### config.mk
export PLATFORM = sky130hd
export DESIGN_NAME = ctl_seq_flat
export DESIGN_NICKNAME = d
export VERILOG_FILES = /design/src/rtl/ctl_seq_pkg.sv /design/src/rtl/ctl_seq_if.sv /design/src/rtl/ctl_seq.sv /design/src/flat_wrapper.sv
export SDC_FILE = /design/constraint.sdc
export NUM_CORES = 1
export LEC_CHECK = 0
export BUFFER_PORTS_ARGS = -buffer_cell sky130_fd_sc_hd__buf_2
export CORE_MARGIN = 2
export CORE_UTILIZATION = 30
export CTS_CLUSTER_DIAMETER = 40
export CTS_CLUSTER_SIZE = 8
export DETAILED_ROUTE_END_ITERATION = 12
export SETUP_SLACK_MARGIN = 0.02
export SLEW_MARGIN = 15
export SYNTH_ARGS = -nofsm -noshare
export SYNTH_HDL_FRONTEND = slang
export SYNTH_SLANG_ARGS = --single-unit
### constraint.sdc
create_clock -name clk -period 1.6 [get_ports clk]
set_input_delay 0.16 -clock clk [delete_from_list [all_inputs] [get_ports clk]]
set_output_delay 0.16 -clock clk [all_outputs]
set_load 0.005 [all_outputs]
### src/rtl/ctl_seq_pkg.sv
// Shared definitions for the tiny16 control sequencer: opcodes, FSM states
// and instruction-field helpers.
package ctl_seq_pkg;

   localparam logic [3:0] OP_NOP = 4'h0;
   localparam logic [3:0] OP_LDI = 4'h1;
   localparam logic [3:0] OP_MOV = 4'h2;
   localparam logic [3:0] OP_ALU = 4'h3;
   localparam logic [3:0] OP_LD  = 4'h4;
   localparam logic [3:0] OP_ST  = 4'h5;
   localparam logic [3:0] OP_JMP = 4'h6;
   localparam logic [3:0] OP_JZ  = 4'h7;
   localparam logic [3:0] OP_HLT = 4'hF;

   typedef enum logic [2:0] {
      ST_FETCH,
      ST_DECODE,
      ST_EXEC,
      ST_MEM,
      ST_HALT
   } state_t;

   function automatic logic [3:0] f_op(input logic [15:0] ir);
      return ir[15:12];
   endfunction

   function automatic logic [3:0] f_rd(input logic [15:0] ir);
      return ir[11:8];
   endfunction

   function automatic logic [3:0] f_rs(input logic [15:0] ir);
      return ir[7:4];
   endfunction

   function automatic logic [7:0] f_imm8(input logic [15:0] ir);
      return ir[7:0];
   endfunction

   function automatic logic [3:0] f_fn(input logic [15:0] ir);
      return ir[3:0];
   endfunction

   // Opcodes 8..E are reserved and fault in DECODE.
   function automatic logic op_legal(input logic [3:0] op);
      return (op <= OP_JZ) || (op == OP_HLT);
   endfunction

endpackage

### src/rtl/ctl_seq_if.sv
// Bus-side signal bundle of the tiny16 sequencer: bus mux enables, memory
// handshake, register file controls and status.
interface ctl_seq_if;
   import ctl_seq_pkg::*;

   logic [15:0] bus_in;
   logic        mem_ready;
   logic        alu_zero;
   logic        alu_out_en;
   logic        mem_out_en;
   logic        reg_out_en;
   logic        ctl_out_en;
   logic [15:0] ctl_out;
   logic        mem_req;
   logic        mem_we;
   logic [15:0] mem_addr;
   logic [3:0]  reg_a_sel;
   logic [3:0]  reg_b_sel;
   logic        reg_wr_en;
   logic [3:0]  reg_wr_sel;
   logic [3:0]  alu_op;
   logic        halted;
   logic        fault;

   modport master (
      input  bus_in, mem_ready, alu_zero,
      output alu_out_en, mem_out_en, reg_out_en, ctl_out_en, ctl_out,
             mem_req, mem_we, mem_addr, reg_a_sel, reg_b_sel, reg_wr_en,
             reg_wr_sel, alu_op, halted, fault
   );

   modport slave (
      output bus_in, mem_ready, alu_zero,
      input  alu_out_en, mem_out_en, reg_out_en, ctl_out_en, ctl_out,
             mem_req, mem_we, mem_addr, reg_a_sel, reg_b_sel, reg_wr_en,
             reg_wr_sel, alu_op, halted, fault
   );

endinterface

### src/rtl/ctl_seq.sv
// tiny16 control sequencer: fetch/decode/execute FSM owning PC, IR, MAR and
// the Z flag, driving bus source enables and bus loads, with a bounded wait
// on the memory handshake.
module ctl_seq
   import ctl_seq_pkg::*;
#(
   parameter logic [15:0] RESET_PC    = 16'h0000,
   parameter int unsigned MEM_TIMEOUT = 255
) (
   input  logic       clk,
   input  logic       rst,
   ctl_seq_if.master  bus
);

   localparam logic [7:0] TIMEOUT_CNT = 8'(MEM_TIMEOUT);

   state_t      state, state_n;
   logic [15:0] pc, pc_n;
   logic [15:0] ir, ir_n;
   logic [15:0] mar, mar_n;
   logic        z, z_n;
   logic [7:0]  cnt, cnt_n;
   logic        fault_q, fault_n;
   logic        wait_st;

   assign bus.ctl_out    = {8'h00, f_imm8(ir)};
   assign bus.reg_a_sel  = f_rd(ir);
   assign bus.reg_wr_sel = f_rd(ir);
   assign bus.alu_op     = f_fn(ir);
   assign bus.fault      = fault_q;

   // Next-state, register updates and bus controls; everything idles while reset is low.
   always_comb begin
      state_n        = state;
      pc_n           = pc;
      ir_n           = ir;
      mar_n          = mar;
      z_n            = z;
      cnt_n          = '0;
      fault_n        = fault_q;
      wait_st        = 1'b0;
      bus.alu_out_en = 1'b0;
      bus.mem_out_en = 1'b0;
      bus.reg_out_en = 1'b0;
      bus.ctl_out_en = 1'b0;
      bus.mem_req    = 1'b0;
      bus.mem_we     = 1'b0;
      bus.reg_wr_en  = 1'b0;
      bus.reg_b_sel  = f_rs(ir);
      bus.halted     = 1'b0;
      bus.mem_addr   = (state == ST_FETCH) ? pc : mar;
      if (rst) begin
         unique case (state)
            ST_FETCH: begin
               wait_st        = 1'b1;
               bus.mem_req    = 1'b1;
               bus.mem_out_en = 1'b1;
               if (bus.mem_ready) begin
                  ir_n    = bus.bus_in;
                  pc_n    = pc + 16'd1;
                  state_n = ST_DECODE;
               end
            end
            ST_DECODE: begin
               if (op_legal(f_op(ir))) begin
                  state_n = ST_EXEC;
               end else begin
                  fault_n = 1'b1;
                  state_n = ST_HALT;
               end
            end
            ST_EXEC: begin
               state_n = ST_FETCH;
               unique case (f_op(ir))
                  OP_LDI: begin
                     bus.ctl_out_en = 1'b1;
                     bus.reg_wr_en  = 1'b1;
                  end
                  OP_MOV: begin
                     bus.reg_out_en = 1'b1;
                     bus.reg_wr_en  = 1'b1;
                  end
                  OP_ALU: begin
                     bus.alu_out_en = 1'b1;
                     bus.reg_wr_en  = 1'b1;
                     z_n            = bus.alu_zero;
                  end
                  OP_LD, OP_ST: begin
                     bus.reg_out_en = 1'b1;
                     mar_n          = bus.bus_in;
                     state_n        = ST_MEM;
                  end
                  OP_JMP: begin
                     bus.reg_out_en = 1'b1;
                     pc_n           = bus.bus_in;
                  end
                  OP_JZ: begin
                     if (z) begin
                        bus.reg_out_en = 1'b1;
                        pc_n           = bus.bus_in;
                     end
                  end
                  OP_HLT:  state_n = ST_HALT;
                  default: ;
               endcase
            end
            ST_MEM: begin
               wait_st     = 1'b1;
               bus.mem_req = 1'b1;
               if (f_op(ir) == OP_ST) begin
                  bus.mem_we     = 1'b1;
                  bus.reg_out_en = 1'b1;
                  bus.reg_b_sel  = f_rd(ir);
               end else begin
                  bus.mem_out_en = 1'b1;
                  bus.reg_wr_en  = bus.mem_ready;
               end
               if (bus.mem_ready) state_n = ST_FETCH;
            end
            ST_HALT: bus.halted = 1'b1;
            default: state_n = ST_HALT;
         endcase
         // Shared FETCH/MEM wait counter; it defaults to zero so any exit clears it.
         if (wait_st && !bus.mem_ready) begin
            if (cnt == TIMEOUT_CNT) begin
               fault_n = 1'b1;
               state_n = ST_HALT;
            end else begin
               cnt_n = cnt + 8'd1;
            end
         end
      end
   end

   // Architectural state register with asynchronous active-low reset.
   always_ff @(posedge clk or negedge rst) begin
      if (!rst) begin
         state   <= ST_FETCH;
         pc      <= RESET_PC;
         ir      <= '0;
         mar     <= '0;
         z       <= 1'b0;
         cnt     <= '0;
         fault_q <= 1'b0;
      end else begin
         state   <= state_n;
         pc      <= pc_n;
         ir      <= ir_n;
         mar     <= mar_n;
         z       <= z_n;
         cnt     <= cnt_n;
         fault_q <= fault_n;
      end
   end

endmodule

### src/flat_wrapper.sv
// flat-port wrapper written by rule: the top's interface ports become plain ports
module ctl_seq_flat import ctl_seq_pkg::*;
#(
   parameter logic [15:0] RESET_PC    = 16'h0000,
   parameter int unsigned MEM_TIMEOUT = 255
)
  (clk, rst, bus_bus_in, bus_mem_ready, bus_alu_zero, bus_alu_out_en, bus_mem_out_en, bus_reg_out_en, bus_ctl_out_en, bus_ctl_out, bus_mem_req, bus_mem_we, bus_mem_addr, bus_reg_a_sel, bus_reg_b_sel, bus_reg_wr_en, bus_reg_wr_sel, bus_alu_op, bus_halted, bus_fault);
  ctl_seq_if bus_i ();
  input  logic clk;
  input  logic rst;
  input wire logic [$bits(bus_i.bus_in)-1:0] bus_bus_in;
  input wire logic [$bits(bus_i.mem_ready)-1:0] bus_mem_ready;
  input wire logic [$bits(bus_i.alu_zero)-1:0] bus_alu_zero;
  output wire logic [$bits(bus_i.alu_out_en)-1:0] bus_alu_out_en;
  output wire logic [$bits(bus_i.mem_out_en)-1:0] bus_mem_out_en;
  output wire logic [$bits(bus_i.reg_out_en)-1:0] bus_reg_out_en;
  output wire logic [$bits(bus_i.ctl_out_en)-1:0] bus_ctl_out_en;
  output wire logic [$bits(bus_i.ctl_out)-1:0] bus_ctl_out;
  output wire logic [$bits(bus_i.mem_req)-1:0] bus_mem_req;
  output wire logic [$bits(bus_i.mem_we)-1:0] bus_mem_we;
  output wire logic [$bits(bus_i.mem_addr)-1:0] bus_mem_addr;
  output wire logic [$bits(bus_i.reg_a_sel)-1:0] bus_reg_a_sel;
  output wire logic [$bits(bus_i.reg_b_sel)-1:0] bus_reg_b_sel;
  output wire logic [$bits(bus_i.reg_wr_en)-1:0] bus_reg_wr_en;
  output wire logic [$bits(bus_i.reg_wr_sel)-1:0] bus_reg_wr_sel;
  output wire logic [$bits(bus_i.alu_op)-1:0] bus_alu_op;
  output wire logic [$bits(bus_i.halted)-1:0] bus_halted;
  output wire logic [$bits(bus_i.fault)-1:0] bus_fault;
  assign bus_i.bus_in = bus_bus_in;
  assign bus_i.mem_ready = bus_mem_ready;
  assign bus_i.alu_zero = bus_alu_zero;
  assign bus_alu_out_en = bus_i.alu_out_en;
  assign bus_mem_out_en = bus_i.mem_out_en;
  assign bus_reg_out_en = bus_i.reg_out_en;
  assign bus_ctl_out_en = bus_i.ctl_out_en;
  assign bus_ctl_out = bus_i.ctl_out;
  assign bus_mem_req = bus_i.mem_req;
  assign bus_mem_we = bus_i.mem_we;
  assign bus_mem_addr = bus_i.mem_addr;
  assign bus_reg_a_sel = bus_i.reg_a_sel;
  assign bus_reg_b_sel = bus_i.reg_b_sel;
  assign bus_reg_wr_en = bus_i.reg_wr_en;
  assign bus_reg_wr_sel = bus_i.reg_wr_sel;
  assign bus_alu_op = bus_i.alu_op;
  assign bus_halted = bus_i.halted;
  assign bus_fault = bus_i.fault;
  ctl_seq #(.RESET_PC(RESET_PC), .MEM_TIMEOUT(MEM_TIMEOUT)) u_core (.clk(clk), .rst(rst), .bus(bus_i));
endmodule
==> metrics.txt, run 1 <==
status finished, violations left; failing checks negative setup slack; Ys Warns 0; nets 468; worst path required time 1.44 ns; Final period util 127%; Post-synth EDFFs 0; pwr/cell area 1400 nW/um^2; Clock Skews 0.00620 ns; Netlist Area Pre-Place 3500 sq um; Power, Total 7.24 mW; Post-Synthesis Cells 341; Vias/cell 4.95; Core Util, Final 45.2%; vias in the first global route 2999; largest net degree at the start of global routing 35; WL per Instance 16.7 microns; hold slack 0.0164 ns; Die Span Y 112 microns; Final Hold Viols 0; top cells by count, synth 61 x dfrtp_1, 54 x mux2_2, 30 x buf_4; DP Wirelength 6320 microns; Core ar. 11400 sq um; routing usage on met2 26.5%; max cap viols 0; count leader, synth dfrtp_1; FILL cells 1096; HP Class in -> async; Area contributors post-synth dfrtp_1 44%, mux2_2 17%, buf_4 6.4%; ant diodes 0; DRT Pass-1 Iters 4; gpl congestion 0.828; Worst Setup Start Kind flop; Detailed Route Iter0 Violations 119; Routed WL 9880 microns; Post-synth ARST share 100%; cts bufs inserted 9; Final Max Tran Viols 0; via count 2937; met3 usage 3.38%; RSZ-0062 raised after global routing yes; clock sinks 61; DIE WIDTH 112 microns; Final Worst Setup Slack -0.439 ns; share of the synthesized area in the top cell type 43.6%; dpl ws -0.0801 ns; # IOs 77; Most used DFF post-synth dfrtp_1; CP Max Fanout 4; die footprint 12500 sq um; DRC Markers 0; distinct cell type count after synthesis 52; # rows 39; number of register bits inferred by synthesis 61; worst skew pair latency 0.33 ns; met1 global-route usage 20.5%; worst r2r src u_core.state[1]; type of the worst setup path reg -> out; post-synth top area cell dfrtp_1; TritonCTS clock tree built; share of cells above drive strength 1 56.0%; Peak Freq 0.490 GHz; Peak VDD IR 908 uV; CP endpoint kind output pin; initial antenna violation count 0; H-tree depth 3; post-route ant nets 0; critical path launch point u_core.ir[15]; deepest clock path buffer count 2; Setup-failing EPs final 59; syn_area_per_cell 10.3 sq um; Clk pin slew, worst setup/hold paths 0.05 ns; Tmin final 2.04 ns; area of the multi-input gates 2050 sq um; P&R area growth vs syn 47.6%; Arrival @ worst endpoint 1.88 ns; total grt overflow 0; sequential share of the synthesized area 43.6%; first-pass GRT wire length 15600 microns; GR peak layer met2; worst reg2reg setup slack -0.17 ns; register area 1530 sq um; CTS Root Cell clkbuf_16; LEAKAGE 2.43 nW; Initial Util 30.6%; Total GRT Usage 15.8%; Buffers on Ports 68
critical path, cell delays in order, from the launching register on:
cell,delay (ns)
dfrtp_1,0.41
nor3b_2,0.26
nand2_1,0.12
nor3_4,0.18
buf_6,0.16
mux2_4,0.30
buf_6,0.11
metrics by stage:
stage	cells	cell area [sq um]	TNS (ns)
after global routing	593	5170	-15.46
after detailed placement	560	4130	-0.848
after floorplan	348	3530	0
after global placement	560	4130	-0.312
after CTS	590	4910	-9.12
final	593	5170	-10.78
what timing repair did:
| item | 4_1_cts | 5_1_grt |
|---|---|---|
| cloned | 2 | 0 |
| endpoints found under the setup margin | 43 | 86 |
| buffers inserted | 12 | 4 |
| pin swaps | 19 | 10 |
| endpoints found under the hold margin | 27 | 0 |
| hold buffers | 1 | 0 |
| resized for setup | 84 | 48 |
power breakdown:
part	switching (mW)	internal, mW	leakage [nW]
Sequential	0.325	1.92	0.794
Combinational	1.27	1.65	1.48
Clock	0.691	1.39	0.158
area by class of cell:
cell class,count,area share (%)
multi-input combinational,240,39.7
inverter,5,0.412
tap,143,3.46
sequential,61,29.6
timing repair buffer,129,20.8
clock inverter,5,1.45
clock buffer,10,4.63
layer usage:
layer	part of all wire, %	up-vias
li1	-	1383
met1	45	1472
met2	49	67
met3	4.3	15
met4	1.7	0
met5	0	-
cells by family after synthesis:
| logic type | synth area share [%] |
|---|---|
| AND/OR/NAND/NOR | 16.1 |
| AO/OA/AOI/OAI | 11.0 |
| flip-flops | 43.6 |
| multiplexers | 17.9 |
| buffers and inverters | 9.01 |
| XOR/XNOR | 1.50 |
| adder cells (fa/ha/maj) | 0.715 |
| other | 0.107 |
placed cells by master, fill, tap and decap left out, types with 9 or more instances in the layout:
cell / netlist / layout
a21oi_1: 23 / 20
buf_2: 9 / 47
buf_4: 30 / 44
buf_6: 2 / 30
clkbuf_16: 0 / 9
dfrtp_1: 61 / 60
mux2_2: 54 / 26
mux2_4: 0 / 28
nand2_1: 26 / 24
nand3_1: 15 / 13
nor2_1: 22 / 11
flip-flops by register name (all words and copies together) (netlist names):
register	flops
u_core.z	1
u_core.state	3
u_core.pc	16
u_core.bus.fault	1
u_core.cnt	8
u_core.ir	16
u_core.mar	16
final timing paths:
| kind | to | depth (start not counted) |
|---|---|---|
| hold reg to reg | u_core.bus.fault | 1 |
| setup / recovery | bus_reg_b_sel[2] | 6 |
| max in group asynchronous | u_core.mar[6] | 3 |
| setup reg to reg | u_core.pc[6] | 10 |
| hold / removal | u_core.cnt[2] | 3 |
| min in group clk | u_core.z | 2 |
Note: power is estimated with default switching activity, not from simulation.
==> inputs of run 2 (changes only) <==
RECOVER_POWER = 25   (was default)
==> run 2 against run 1 <==
Net effect: maximum frequency about the same; critical path type unchanged; the flow still finishes with violations (negative setup slack); worst hold slack improved by 0.061 ns; final cell count unchanged.
==> metrics.txt, run 2 (synthesis results as in run 1) <==
Total GRT Usage 15.8%; type of the worst setup path reg -> out; pwr/cell area 1410 nW/um^2; placed inst area 4130 sq um; Non-Filler Instances 593; worst path cell trace nor3b_2 > nand2_1 > nor3_4 > buf_6 > mux2_4 > buf_6; cell internal pwr 4.96 mW; Peak Freq 0.490 GHz; Final Hold Viols 0; Worst Setup Start Kind flop; CP endpoint kind output pin; status finished, violations left; register area 1530 sq um; Flop pwr share 31.1%; area of the multi-input gates 2050 sq um; Die Span Y 112 microns; Net Sw Frac 31.5%; failing checks negative setup slack; DRC Markers 0; DIE WIDTH 112 microns; Tmin final 2.04 ns; worst path required time 1.44 ns; deepest clock path buffer count 2; P&R area growth vs syn 47.1%; clock sinks 61; Detailed Route Iter0 Violations 136; Most Frequent Cell on Critical Path buf_6; Clock Skews 0.00620 ns; Power, Total 7.23 mW; Final period util 128%; Arrival @ worst endpoint 1.88 ns; Initial Util 30.6%; max cap viols 0; first-pass GRT wire length 15600 microns; gpl congestion 0.828; FILL cells 1098; Final Worst Setup Slack -0.441 ns; DRT Pass-1 Iters 4; routing usage on met2 26.5%; ant diodes 0; CP Max Fanout 4; Crit path max-delay family simple AND/OR/NAND/NOR gates; measured slew at the worst slew-check pin 0.712 ns; worst skew pair latency 0.33 ns; WL per Instance 16.6 microns; H-tree depth 3; Slowest-stage cell, CP dfrtp_1; Final Max Tran Viols 0; hold slack 0.0770 ns; most frequent cells in the layout 60 x dfrtp_1, 46 x buf_2, 43 x buf_4; Slew HR 52.5%; cts bufs inserted 9; combinational share of power 40.2%; Net Sw Power 2.28 mW; post-route ant nets 0; Buffers on Ports 68; CP peak stage delay 0.41 ns; DP Wirelength 6320 microns; Routed WL 9870 microns; met3 usage 3.38%; Final Instance Area 5150 sq um; nets 468; die footprint 12500 sq um; Vias/cell 4.96; cell count after placement 560; # rows 39; Peak VDD IR 907 uV; HP Class in -> reg; Buf/Inv on CP 2; commonest non-fill, non-tap cell in the layout dfrtp_1; top flop regs u_core.ir: 16 flops, u_core.mar: 16 flops, u_core.pc: 16 flops; worst reg2reg setup slack -0.16 ns; TritonCTS clock tree built; Setup-failing EPs final 59; # IOs 77; Core ar. 11400 sq um; vias in the first global route 2999; met1 global-route usage 20.5%; via count 2939; RSZ-0062 raised after global routing yes; CTS Root Cell clkbuf_16; largest net degree at the start of global routing 35; clock network fraction of total power 28.7%; Clk pin slew, worst setup/hold paths 0.05 ns; initial antenna violation count 0; GR peak layer met2; share of cells above drive strength 1 55.6%; LEAKAGE 2.42 nW; total grt overflow 0
[run 2: cell types whose count changed in the layout (fill, tap and decap cells not counted)]
| cell | before | now |
|---|---|---|
| buf_4 | 44 | 43 |
| clkbuf_2 | 0 | 1 |
| buf_2 | 47 | 46 |
| buf_12 | 5 | 4 |
| clkbuf_1 | 0 | 2 |
[run 2: power groups by stage]
stage               clock, mW  combinational [mW]  sequential (mW)
floorplan                   0                1.52             2.20
global placement            0                2.15             2.23
detailed placement          0                2.18             2.27
CTS                      2.12                2.67             2.24
global route             2.20                3.15             2.30
finish                   2.08                2.91             2.25
[run 2: area by class of cell]
cell class,instances,share of cell area (%)
repair buffers,129,20.5
clock inverters,5,1.46
well taps,143,3.48
inverters,5,0.413
multi-input cells,240,39.8
clock buffers,10,4.64
flip-flops and latches,61,29.7
[run 2: path summary, 6_finish.rpt]
kind,startpoint,to,cells after the start
worst max register to register,u_core.state[1],u_core.pc[6],10
max in group asynchronous,rst,u_core.state[0],3
worst max-delay path,u_core.ir[15],bus_reg_b_sel[2],6
worst min-delay path,bus_alu_zero,u_core.z,2
min in group asynchronous,rst,u_core.ir[0],3
worst min register to register,u_core.bus.fault,u_core.bus.fault,1
[run 2: timing repair]
| action | in CTS | in global routing |
|---|---|---|
| gates cloned | 2 | 0 |
| hold buffers | 1 | 0 |
| endpoints found under the setup margin | 43 | 86 |
| pin swaps | 19 | 10 |
| gates resized for setup | 84 | 48 |
| hold endpoints to repair | 27 | 0 |
| setup buffers | 12 | 4 |
[run 2: metrics by stage]
step | utilization (%) | worst slack [ns] | TNS [ns]
2_1_floorplan | - | 0.0110 | 0
5_1_grt | 45.1 | -0.491 | -15.49
3_5_place_dp | 36.1 | -0.0801 | -0.848
3_3_place_gp | 36.1 | -0.0718 | -0.312
6_report | 45.1 | -0.441 | -10.72
4_1_cts | 43.0 | -0.369 | -9.12
[run 2: worst register-to-register path: stages, from the launching register on]
cell and delay, ns:
dfrtp_1 0.38, buf_4 0.15, buf_4 0.15, nor2b_4 0.19
nand2b_4 0.07, buf_4 0.13, buf_8 0.13, buf_12 0.14
nor2_2 0.07, a21oi_1 0.04, o22a_1 0.19
[run 2: metal layers]
metal	wire length (microns)	vias to the layer above
li1	-	1384
met1	4400	1469
met2	4860	71
met3	442	15
met4	165	0
met5	0	-
==> inputs of run 3 (changes only) <==
CORE_ASPECT_RATIO = 1.2   (was default)
==> run 3 against run 2 <==
Net effect: the flow still finishes with violations (negative setup slack); global-route usage decreased by 0.32 points; first-iteration DRC count rose by 26%; largest cell class unchanged; clock power increased by 6%; clock-buffer cell count up 3; clock skew is 0.0023 ns higher; design area grew 3.2%; sequential share of layout area fell by 0.95 points; worst hold slack improved by 0.019 ns; setup slack better by 0.085 ns; non-clock buffer count grew 11; die area about the same.
==> metrics.txt, run 3 (synthesis results as in run 1) <==
top flop regs u_core.ir: 16 flops, u_core.mar: 16 flops, u_core.pc: 16 flops; type of the worst setup path reg -> out; Final Instance Area 5310 sq um; WL per Instance 16.1 microns; Setup-failing EPs final 72; worst skew pair latency 0.32 ns; Slowest-stage cell, CP dfrtp_1; Peak Freq 0.511 GHz; worst path cell trace buf_4 > nand2_2 > nor3_4 > buf_12 > mux2_4 > buf_6; failing checks negative setup slack; worst setup path end bus_reg_b_sel[2]; max cap viols 0; DP Wirelength 6170 microns; Clock Skews 0.00852 ns; Final Hold Viols 0; LEAKAGE 2.49 nW; post-route ant nets 0; vias in the first global route 2936; Power, Total 7.59 mW; Die Span Y 122 microns; CP peak stage delay 0.43 ns; measured slew at the worst slew-check pin 0.970 ns; Core ar. 11500 sq um; first-pass GRT wire length 14900 microns; DRC Markers 0; ant diodes 0; die footprint 12500 sq um; total grt overflow 0; HP Class in -> reg; DRT Pass-1 Iters 4; Clk pin slew, worst setup/hold paths 0.05 ns; Vias/cell 4.85; initial antenna violation count 0; Arrival @ worst endpoint 1.80 ns; Routed WL 9960 microns; critical path launch point u_core.state[1]; Final Max Tran Viols 0; # IOs 77; worst reg2reg path depth 6; cts bufs inserted 9; Tmin final 1.96 ns; CP Max Fanout 6; pwr/cell area 1430 nW/um^2; # rows 43; status finished, violations left; commonest non-fill, non-tap cell in the layout dfrtp_1; placed inst area 4150 sq um; clock sinks 61; worst r2r src u_core.state[0]; Worst Setup Start Kind flop; Peak VDD IR 745 uV; via count 3001; reg2reg end u_core.pc[15]; CTS Root Cell clkbuf_16; Buffers on Ports 68; share of cells above drive strength 1 56.3%; worst reg2reg setup slack -0.22 ns; dpl ws -0.0957 ns; H-tree depth 3; TritonCTS clock tree built; Detailed Route Iter0 Violations 172; RSZ-0062 raised after global routing yes; nets 479; DIE WIDTH 103 microns; Initial Util 30.5%; Final Worst Setup Slack -0.356 ns; Total GRT Usage 15.5%; largest net degree at the start of global routing 39; CP endpoint kind output pin; P&R area growth vs syn 51.8%; most frequent cells in the layout 61 x dfrtp_1, 47 x buf_2, 43 x buf_4; worst path required time 1.44 ns; cell count after placement 573; Slew HR 35.3%; deepest clock path buffer count 2; gpl congestion 0.788; Core Util, Final 46.3%; Final period util 122%; Non-Filler Instances 619
==> run 3: area by class of cell <==
| type | count | area, sq um |
|---|---|---|
| fill | 1049 | 6150 |
| multi-input combinational | 240 | 2060 |
| sequential | 61 | 1530 |
| timing repair buffer | 140 | 1170 |
| clock buffer | 13 | 280 |
| tap | 157 | 196 |
| clock inverter | 3 | 65.1 |
| inverter | 5 | 21.3 |
==> run 3: critical path, delay by kind of cell, from the launching register on <==
family,cells,cell delay [ns]
buffers and inverters,3,0.44
flip-flops,1,0.43
AND/OR/NAND/NOR,2,0.30
multiplexers,1,0.30
==> run 3: worst min path at each step <==
| stage | start | to | depth (start not counted) |
|---|---|---|---|
| 3_3_place_gp | rst | u_core.bus.fault | 2 |
| 6_report | bus_alu_zero | u_core.z | 2 |
| 4_1_cts | rst | u_core.pc[11] | 2 |
| 2_1_floorplan | rst | u_core.bus.fault | 0 |
| 5_1_grt | bus_alu_zero | u_core.z | 2 |
| 3_5_place_dp | rst | u_core.state[2] | 2 |
==> run 3: per-stage QoR <==
stage	setup TNS, ns	hold WS [ns]
2_1_floorplan	0	-0.136
3_3_place_gp	-0.961	0.315
3_5_place_dp	-1.82	0.323
4_1_cts	-9.00	-0.0178
5_1_grt	-18.43	0.0845
6_report	-12.59	0.0956
==> run 3: what timing repair did <==
item,in CTS,in global routing
gates resized for setup,66,69
endpoints found under the hold margin,30,0
pin swaps,3,21
setup endpoints to repair,52,84
setup buffers,13,17
cloned,1,3
==> run 3: metal layers <==
metal / GRT usage, % / vias up / wire (microns)
met2: 26.5 / 71 / 5230
li1: - / 1411 / -
met1: 19.8 / 1513 / 4280
met5: 0 / - / 0
met4: 4.00 / 0 / 71
met3: 3.47 / 6 / 374
==> run 3: report_power, final <==
group	internal, mW	switching [mW]	total (mW)	leakage (nW)
logic	1.78	1.37	3.15	1.52
clock network	1.53	0.677	2.21	0.172
registers	1.92	0.312	2.24	0.796
